## src/rtl/pheromone_table_scheduler_if.sv

```systemverilog
// Lane/lookup bundle between the ant agent, route path and the pheromone table.
// Lane arrays run ascending: index 0 is lane 0.
interface pheromone_table_scheduler_if #(
  parameter int NODES = 16,
  parameter int PORTS = 4,
  parameter int DEPTH = 8,
  parameter int LANES = 5
);
  localparam int DW = $clog2(NODES);
  localparam int PW = $clog2(PORTS);

  logic [0:LANES-1]          i_upd_req;
  logic [0:LANES-1][DW-1:0]  i_upd_dest;
  logic [0:LANES-1][PW-1:0]  i_upd_port;
  logic [0:LANES-1]          o_upd_gnt;
  logic [DW-1:0]             i_rd_dest;
  logic [0:PORTS-1][DEPTH-1:0] o_rd_ph;
  logic                      o_evap_busy;
  logic [DW-1:0]             o_sweep_row;

  modport master (
    output i_upd_req, i_upd_dest, i_upd_port, i_rd_dest,
    input  o_upd_gnt, o_rd_ph, o_evap_busy, o_sweep_row
  );

  modport slave (
    input  i_upd_req, i_upd_dest, i_upd_port, i_rd_dest,
    output o_upd_gnt, o_rd_ph, o_evap_busy, o_sweep_row
  );
endinterface

```

## src/rtl/pheromone_table_scheduler.sv

```systemverilog
// Pheromone table with round-robin lane writes and an optional evaporation
// sweep compiled in by defining PH_EVAP_EN.
module pheromone_table_scheduler #(
  parameter int NODES         = 16,
  parameter int PORTS         = 4,
  parameter int DEPTH         = 8,
  parameter int INC           = 16,
  parameter int EVAP_INTERVAL = 1024,
  parameter int EVAP_SHIFT    = 3,
  parameter int PH_MIN        = 1,
  parameter int STALL_MAX     = 4,
  parameter int LANES         = 5
) (
  input logic clk,
  input logic reset_n,
  pheromone_table_scheduler_if.slave bus
);
  localparam int DW = $clog2(NODES);
  localparam int PW = $clog2(PORTS);
  localparam int LW = $clog2(LANES);
  localparam logic [DEPTH-1:0] PH_INIT = {1'b1, {(DEPTH-1){1'b0}}};

  logic [DEPTH-1:0] tbl [NODES][PORTS];
  logic [LW-1:0]    rr;
  logic [LW-1:0]    win;
  logic             any_req;
  logic             upd_en;
  logic             take;
  logic [DW-1:0]    row;
  logic [DW-1:0]    wr_dest;
  logic [PW-1:0]    wr_port;
  logic [DEPTH:0]   sum;
  logic [DEPTH-1:0] sat_val;
  logic [0:LANES-1] gnt;

  function automatic logic [LW-1:0] lane_at(logic [LW-1:0] base, int off);
    int s;
    s = int'(base) + off;
    if (s >= LANES) s = s - LANES;
    return LW'(s);
  endfunction

  function automatic logic [DEPTH-1:0] evap(logic [DEPTH-1:0] e);
    logic [DEPTH-1:0] d;
    d = e - (e >> EVAP_SHIFT);
    return (d < DEPTH'(PH_MIN)) ? DEPTH'(PH_MIN) : d;
  endfunction

  // First requester at or after the pointer, wrapping over the lanes
  always_comb begin
    win     = rr;
    any_req = 1'b0;
    for (int i = 0; i < LANES; i++) begin
      if (!any_req && bus.i_upd_req[lane_at(rr, i)]) begin
        win     = lane_at(rr, i);
        any_req = 1'b1;
      end
    end
  end

  always_comb begin
    wr_dest = bus.i_upd_dest[win];
    wr_port = bus.i_upd_port[win];
    sum     = {1'b0, tbl[wr_dest][wr_port]} + (DEPTH+1)'(INC);
    sat_val = sum[DEPTH] ? '1 : sum[DEPTH-1:0];
  end

  always_comb begin
    gnt = '0;
    if (upd_en) gnt[win] = 1'b1;
  end

  assign bus.o_upd_gnt = gnt;

  always_comb begin
    for (int p = 0; p < PORTS; p++) begin
      bus.o_rd_ph[p] = tbl[bus.i_rd_dest][p];
    end
  end

  always_ff @(posedge clk or negedge reset_n) begin
    if (!reset_n) begin
      rr <= '0;
    end else if (upd_en) begin
      rr <= (win == LW'(LANES-1)) ? '0 : win + 1'b1;
    end
  end

  always_ff @(posedge clk or negedge reset_n) begin
    if (!reset_n) begin
      for (int n = 0; n < NODES; n++) begin
        for (int p = 0; p < PORTS; p++) begin
          tbl[n][p] <= PH_INIT;
        end
      end
    end else if (upd_en) begin
      tbl[wr_dest][wr_port] <= sat_val;
    end else if (take) begin
      for (int p = 0; p < PORTS; p++) begin
        tbl[row][p] <= evap(tbl[row][p]);
      end
    end
  end

`ifdef PH_EVAP_EN
  localparam int CW = $clog2(EVAP_INTERVAL);
  localparam int SW = $clog2(STALL_MAX+1);

  typedef enum logic {IDLE, SWEEP} state_t;

  state_t        state, state_nx;
  logic [CW-1:0] cnt;
  logic          tc;
  logic          pending, pending_nx;
  logic [DW-1:0] row_nx;
  logic [SW-1:0] stall, stall_nx;

  assign tc = (cnt == CW'(EVAP_INTERVAL-1));

  // Grant and sweep are exclusive per cycle, so a row is never
  // reinforced and evaporated on the same edge
  always_comb begin
    state_nx   = state;
    pending_nx = pending | tc;
    row_nx     = row;
    stall_nx   = stall;
    take       = 1'b0;
    upd_en     = any_req;
    unique case (state)
      IDLE: begin
        if (pending || tc) begin
          state_nx   = SWEEP;
          pending_nx = 1'b0;
          row_nx     = '0;
          stall_nx   = '0;
        end
      end
      SWEEP: begin
        take   = !any_req || (stall == SW'(STALL_MAX));
        upd_en = any_req && !take;
        if (take) begin
          stall_nx = '0;
          if (row == DW'(NODES-1)) begin
            state_nx = IDLE;
            row_nx   = '0;
          end else begin
            row_nx = row + 1'b1;
          end
        end else begin
          stall_nx = stall + 1'b1;
        end
      end
      default: ;
    endcase
  end

  always_ff @(posedge clk or negedge reset_n) begin
    if (!reset_n) begin
      state   <= IDLE;
      cnt     <= '0;
      pending <= 1'b0;
      row     <= '0;
      stall   <= '0;
    end else begin
      state   <= state_nx;
      cnt     <= tc ? '0 : cnt + 1'b1;
      pending <= pending_nx;
      row     <= row_nx;
      stall   <= stall_nx;
    end
  end

  assign bus.o_evap_busy = (state == SWEEP);
  assign bus.o_sweep_row = row;
`else
  logic [31:0] unused_cfg;

  assign unused_cfg      = 32'(EVAP_INTERVAL) ^ 32'(STALL_MAX);
  assign upd_en          = any_req;
  assign take            = 1'b0;
  assign row             = '0;
  assign bus.o_evap_busy = 1'b0;
  assign bus.o_sweep_row = '0;
`endif

endmodule

```

## src/flat_wrapper.sv

```systemverilog
// flat-port wrapper written by rule: the top's interface ports become plain ports
module pheromone_table_scheduler_flat 
#(
  parameter int NODES         = 16,
  parameter int PORTS         = 4,
  parameter int DEPTH         = 8,
  parameter int INC           = 16,
  parameter int EVAP_INTERVAL = 1024,
  parameter int EVAP_SHIFT    = 3,
  parameter int PH_MIN        = 1,
  parameter int STALL_MAX     = 4,
  parameter int LANES         = 5
)
  (clk, reset_n, bus_i_upd_req, bus_i_upd_dest, bus_i_upd_port, bus_i_rd_dest, bus_o_upd_gnt, bus_o_rd_ph, bus_o_evap_busy, bus_o_sweep_row);
  pheromone_table_scheduler_if #(.NODES(NODES), .PORTS(PORTS), .DEPTH(DEPTH), .LANES(LANES)) bus_i ();
  input logic clk;
  input logic reset_n;
  input wire logic [$bits(bus_i.i_upd_req)-1:0] bus_i_upd_req;
  input wire logic [$bits(bus_i.i_upd_dest)-1:0] bus_i_upd_dest;
  input wire logic [$bits(bus_i.i_upd_port)-1:0] bus_i_upd_port;
  input wire logic [$bits(bus_i.i_rd_dest)-1:0] bus_i_rd_dest;
  output wire logic [$bits(bus_i.o_upd_gnt)-1:0] bus_o_upd_gnt;
  output wire logic [$bits(bus_i.o_rd_ph)-1:0] bus_o_rd_ph;
  output wire logic [$bits(bus_i.o_evap_busy)-1:0] bus_o_evap_busy;
  output wire logic [$bits(bus_i.o_sweep_row)-1:0] bus_o_sweep_row;
  assign bus_i.i_upd_req = bus_i_upd_req;
  assign bus_i.i_upd_dest = bus_i_upd_dest;
  assign bus_i.i_upd_port = bus_i_upd_port;
  assign bus_i.i_rd_dest = bus_i_rd_dest;
  assign bus_o_upd_gnt = bus_i.o_upd_gnt;
  assign bus_o_rd_ph = bus_i.o_rd_ph;
  assign bus_o_evap_busy = bus_i.o_evap_busy;
  assign bus_o_sweep_row = bus_i.o_sweep_row;
  pheromone_table_scheduler #(.NODES(NODES), .PORTS(PORTS), .DEPTH(DEPTH), .INC(INC), .EVAP_INTERVAL(EVAP_INTERVAL), .EVAP_SHIFT(EVAP_SHIFT), .PH_MIN(PH_MIN), .STALL_MAX(STALL_MAX), .LANES(LANES)) u_core (.clk(clk), .reset_n(reset_n), .bus(bus_i));
endmodule
```

## config.mk

```make
export PLATFORM = sky130hd
export DESIGN_NAME = pheromone_table_scheduler_flat
export DESIGN_NICKNAME = d
export VERILOG_FILES = /design/src/rtl/pheromone_table_scheduler_if.sv /design/src/rtl/pheromone_table_scheduler.sv /design/src/flat_wrapper.sv
export SDC_FILE = /design/constraint.sdc
export NUM_CORES = 1
export LEC_CHECK = 0
export ABC_AREA = 1
export CORE_AREA = 4 4 255 257
export DETAILED_ROUTE_END_ITERATION = 7
export DIE_AREA = 0 0 259 261
export PLACE_DENSITY = 0.69
export SLEW_MARGIN = 20
export SYNTH_ARGS = -nofsm -noshare
export SYNTH_HDL_FRONTEND = slang
export SYNTH_SLANG_ARGS = --single-unit
export TNS_END_PERCENT = 20
```

## constraint.sdc

```tcl
create_clock -name clk -period 4.85 [get_ports clk]
set_input_delay 0.485 -clock clk [delete_from_list [all_inputs] [get_ports clk]]
set_output_delay 0.485 -clock clk [all_outputs]
set_load 0.05 [all_outputs]
```

Word level (Yosys, flattened, before mapping):

Cells that the tools add are included.

* add/subtract/negate cells: 11
* magnitude comparators: 17
* equality and inequality tests: 1
* multiplexer cells: 55
* bitwise logic cells: 9
* reductions and logical operators: 11

Operator list (count)
* $bwmux W512: 1
* $bmux W32 S4: 2
* $mux W32: 5
* $demux W32 S4: 1
* $mux W3: 11
* $mux W8: 4
* $ge A4 B4 Y1 const B: 6
* $not A3 Y4: 6
* $bmux W8 S2: 1
* $demux W8 S2: 1
* $ge A4 B3 Y1 const B: 4
* $mux W1: 16
* $bmux W1 S3: 5
* $sub A3 B3 Y3 const B: 5
* $bmux W4 S3: 1
* $ge A5 B5 Y1 const B: 2
* $not A4 Y5: 2
* $add A8 B5 Y9 const B: 1
* $add A3 B2 Y4 const B: 2
* $mux W4: 2
* $logic_and A1 B1 Y1: 7
* $bmux W2 S3: 1
* $ge A3 B3 Y1 const B: 2
* $lt A5 B1 Y1 const B: 1
* 11 further kinds: 15

* bits in registers: 515
* input port bits: 41

Depth between registers and ports, before layout:

* depth after elaboration: 33
* gate-level depth with buffers: 42
* gate-level depth less buffers: 38

Worst setup path before layout:

OpenSTA, ideal clock, no wires.

* kind: reg2reg
* start: reg u_core.rr[0]
* end: reg u_core.tbl[152] (netlist name)
* setup time: 0.066 ns
* arrival time: 4.865 ns
* data required time: 4.784 ns
* slack: -0.081 ns
* stages on the path, launching flop included: 37
* path buffers: 4
* path through: dfrtp_1 clkbuf_8 inv_2 ha_1 inv_1 fa_1 inv_1 nand2_1 nand2_1 o21ai_0 nand3_1 nand2_1 a21oi_1 nand4_2 nor2_4 nor2_1 nand2_1 nand2_4 a21oi_4 nand2_1 nand3_2 buf_4 clkbuf_1 o21ai_0 nand2_1 nand2_1 nand2_1 nand2_1 o21ai_0 nand2_1 nor2_2 ha_1 o211ai_4 nand2_4 buf_2 nand2_1 nand2_1

* cells in the longest elaborated chain, start to end: 33
* elaborated cells between the ends (all ways): 85
* classes of those cells: 10 x add/sub; 9 x order compare; 48 x mux; 8 x bitwise; 10 x reduce/logical

RTL lines
* start, declared: line pheromone_table_scheduler.sv:24 `logic [LW-1:0] rr;`
* start signal, assigned: line pheromone_table_scheduler.sv:85 `rr <= (win == LW'(LANES-1)) ? '0 : win + 1'b1;`
* parallel branches: the longest is 33 deep, another holds $add A3 B1 Y4
* end signal, assigned by index: line pheromone_table_scheduler.sv:97 `tbl[wr_dest][wr_port] <= sat_val;`
* end signal, assigned by index: line pheromone_table_scheduler.sv:100 `tbl[row][p] <= evap(tbl[row][p]);`
* end, declared: line pheromone_table_scheduler.sv:23 `logic [DEPTH-1:0] tbl [NODES][PORTS];`

Several ways; the timed one is not identified. The select of a mux whose other input is x is not followed.
A chain may end at the register's enable or synchronous reset.

Final worst setup path:

* start: reg u_core.rr[1]
* end: reg u_core.tbl[126] (netlist name)

The elaborated chain is that of the path after synthesis.

==> results.tsv <==
metric	value	unit
failing checks	negative setup slack	
Synth top area share	36.33	%
kind of critical path	reg -> reg	
Post-DRT Antenna Nets	0	
drt initial violations	4662	
largest net degree at the start of global routing	124	
Starting Density	49.52	%
clk sinks	515	
Worst Path Max Fanout	20	
Buffers on Ports	77	
ys flop type	dfrtp_1	
CP peak stage delay	0.45	ns
register area	12970	um^2
MaxCap Viol Count	0	
row cnt	92	
Period Utilization, post-route	109.4	%
reg-to-reg critical path startpoint	u_core.rr[1]$_DFFE_PN0P_	
layout cell share with drive strength beyond 1	19.85	%
Vias	34490	
Final Hold Viols	0	
Final Max Slew Viols	0	
CTS tree	yes	
R2R depth	36	
Least-Margin Pin Slew	0.9490	ns
clk root buf	clkbuf_16	
RSZ-0062 raised after global routing	yes	
Final Setup Violations	512	
core footprint	62740	um^2
Hold EP	u_core.tbl[423]$_DFFE_PN1P_	
CP Launch Type	register	
Die Span Y	261	um
Fmax achieved	188.4	MHz
endpoint type of the worst setup path	register	
Avg WL per Cell	21.98	um
Pre-antenna DRT Iters	7	
EDFF count, synth	0	
cts bufs inserted	56	
Clock Latency Late Sink	0.65	ns
Yosys cell types	41	
Warnings, synthesis	0	
fill cell count	5405	
clk slew on worst S/H paths	0.06	ns
dpl hpwl	79860	um
CP dominant cell by count	nand2_1	
worst hold start	u_core.tbl[423]$_DFFE_PN1P_	
DIE AREA	67600	um^2
Post-Route WL	128500	um
Hold Path Stages	2	
ranking of synthesized cells by area	dfrtp_1, nand2_1, o21ai_0	
n_diodes	0	
skew final	0.04053	ns
Die W	259	um
Crit-path slowest cell	dfrtp_2	
ys async rst share	100.0	%
deepest clock path buffer count	3	
area grow syn2layout	30.20	%
GP Congestion	0.9716	
worst hold path type	reg -> reg	
DR vias/cell	5.902	
area leader, netlist	dfrtp_1	
Hold Slack	0.4659	ns
status	finished, violations left	
minimum clock period	5.307	ns
first-pass GRT wire length	188500	um
Design Area, Final	40450	um^2
GRT Overall Usage	35.96	%
Mapped Area	31060	um^2
#FFs+latches synth	515	
Post-Syn Area per Cell	6.768	um^2
Seq/Total Area, Yosys	41.74	%
Slew HR	36.74	%
final core occ	64.47	%
grt ovf	0	
cells after synthesis	4590	
multi-input logic area	16760	um^2
vias in the first global route	32090	
arrival time at the worst endpoint	5.83	ns
Worst Path Required	5.37	ns
flop2flop setup slack	-0.46	ns
drt drc	0	
Layout Nets	5005	
boundary pin count	83	
reg2reg end	u_core.tbl[126]$_DFFE_PN0P_	
DP Area	35520	um^2
H-tree Lvls	2	
final worst slack	-0.4565	ns
antenna violations before repair	0	
area by class of cell:
type / instances / share of cell area (%)
tap: 846 / 2.617
timing repair inverter: 1 / 0.01856
timing repair buffer: 546 / 15.65
multi-input combinational: 3460 / 41.43
inverter: 372 / 3.539
sequential: 515 / 32.06
clock inverter: 19 / 0.6001
clock buffer: 85 / 4.083
worst max-delay path by stage:
| stage | start | to | slack [ns] | depth (start not counted) |
|---|---|---|---|---|
| finish | u_core.rr[1]$_DFFE_PN0P_ | u_core.tbl[126]$_DFFE_PN0P_ | -0.46 | 36 |
| global route | u_core.rr[1]$_DFFE_PN0P_ | u_core.tbl[118]$_DFFE_PN0P_ | -0.60 | 40 |
| CTS | u_core.rr[0]$_DFFE_PN0P_ | u_core.tbl[454]$_DFFE_PN0P_ | -0.22 | 39 |
| detailed placement | u_core.rr[0]$_DFFE_PN0P_ | u_core.tbl[323]$_DFFE_PN0P_ | -0.66 | 37 |
| global placement | u_core.rr[0]$_DFFE_PN0P_ | u_core.tbl[483]$_DFFE_PN0P_ | -0.56 | 32 |
| floorplan | u_core.rr[0]$_DFFE_PN0P_ | u_core.tbl[152]$_DFFE_PN0P_ | 0.04 | 39 |
synth_stat cells (11+ instances only):
library cell  number
inv_2             27
nand4_1           48
nand3_1          132
dfstp_2           64
o21ai_1           17
clkinv_1          51
o211ai_1          87
ha_1              11
mux2i_1           66
clkbuf_1         132
a21oi_1          192
buf_1             27
nand2_1         2158
o21ai_0          376
buf_2             77
inv_1            293
dfrtp_1          451
a22oi_1          128
nor2_1           182
nand2_2           13
kinds of logic after synthesis:
kind of cell	after synthesis	synth area share (%)
compound gates	810	14.96
simple gates	2563	32.50
mux	66	2.127
flops	515	41.74
xor+xnor	2	0.08057
fa+ha+maj	12	0.5075
buf+inv	621	8.076
other cells	1	0.01207
through the flow:
| step | cells | TNS (ns) | setup slack (ns) |
|---|---|---|---|
| finish | 5844 | -161.80 | -0.4565 |
| global route | 5844 | -247.97 | -0.6014 |
| CTS | 5814 | -60.05 | -0.2158 |
| detailed placement | 5635 | -295.63 | -0.6591 |
| global placement | 5635 | -257.23 | -0.5644 |
| floorplan | 4594 | 0 | 0.03664 |
worst max-delay path, delay by kind of cell (launching register included):
kind | cells | cell delay, ns
AOI/OAI and AO/OA | 4 | 0.61
adders and majority gates | 2 | 0.59
buffers and inverters | 11 | 1.57
DFF | 1 | 0.45
and+or+nand+nor | 19 | 1.93
sequential cells by signal (all words and copies together), names as in the netlist:
name	flops
u_core.rr	3
u_core.tbl	512
per-layer routing:
| metal | vias up | GRT usage [%] | part of all wire, % |
|---|---|---|---|
| li1 | 15450 | - | - |
| met1 | 16110 | 47.01 | 37 |
| met2 | 2355 | 55.00 | 43 |
| met3 | 572 | 8.926 | 13 |
| met4 | 0 | 20.19 | 7.3 |
| met5 | - | 0 | 0 |
cell usage in the layout, fill, tap and decap left out, drive strengths merged, types with 36 or more instances in the layout:
cell type	synthesis	final
nand4	51	51
nand2	2178	2180
mux2i	66	66
dfstp	64	64
nand3	137	137
a21oi	193	193
clkinv	51	59
nor2	187	187
dfrtp	451	451
clkbuf	134	94
o211ai	88	88
o21ai	394	394
a22oi	128	128
inv	321	323
buf	115	494
clkdlybuf4s50	0	36
what timing repair did:
item | CTS | global route
cloned | 30 | 12
setup buffers | 45 | 20
pin swaps | 56 | 62
endpoints found under the hold margin | 88 | 0
setup endpoints to repair | 512 | 512
resized for setup | 215 | 297
hold buffers | 1 | 0
Power is left out: the tool's default activity adds up to more than one toggle a clock period on the data nets, which glitch-free logic cannot reach.
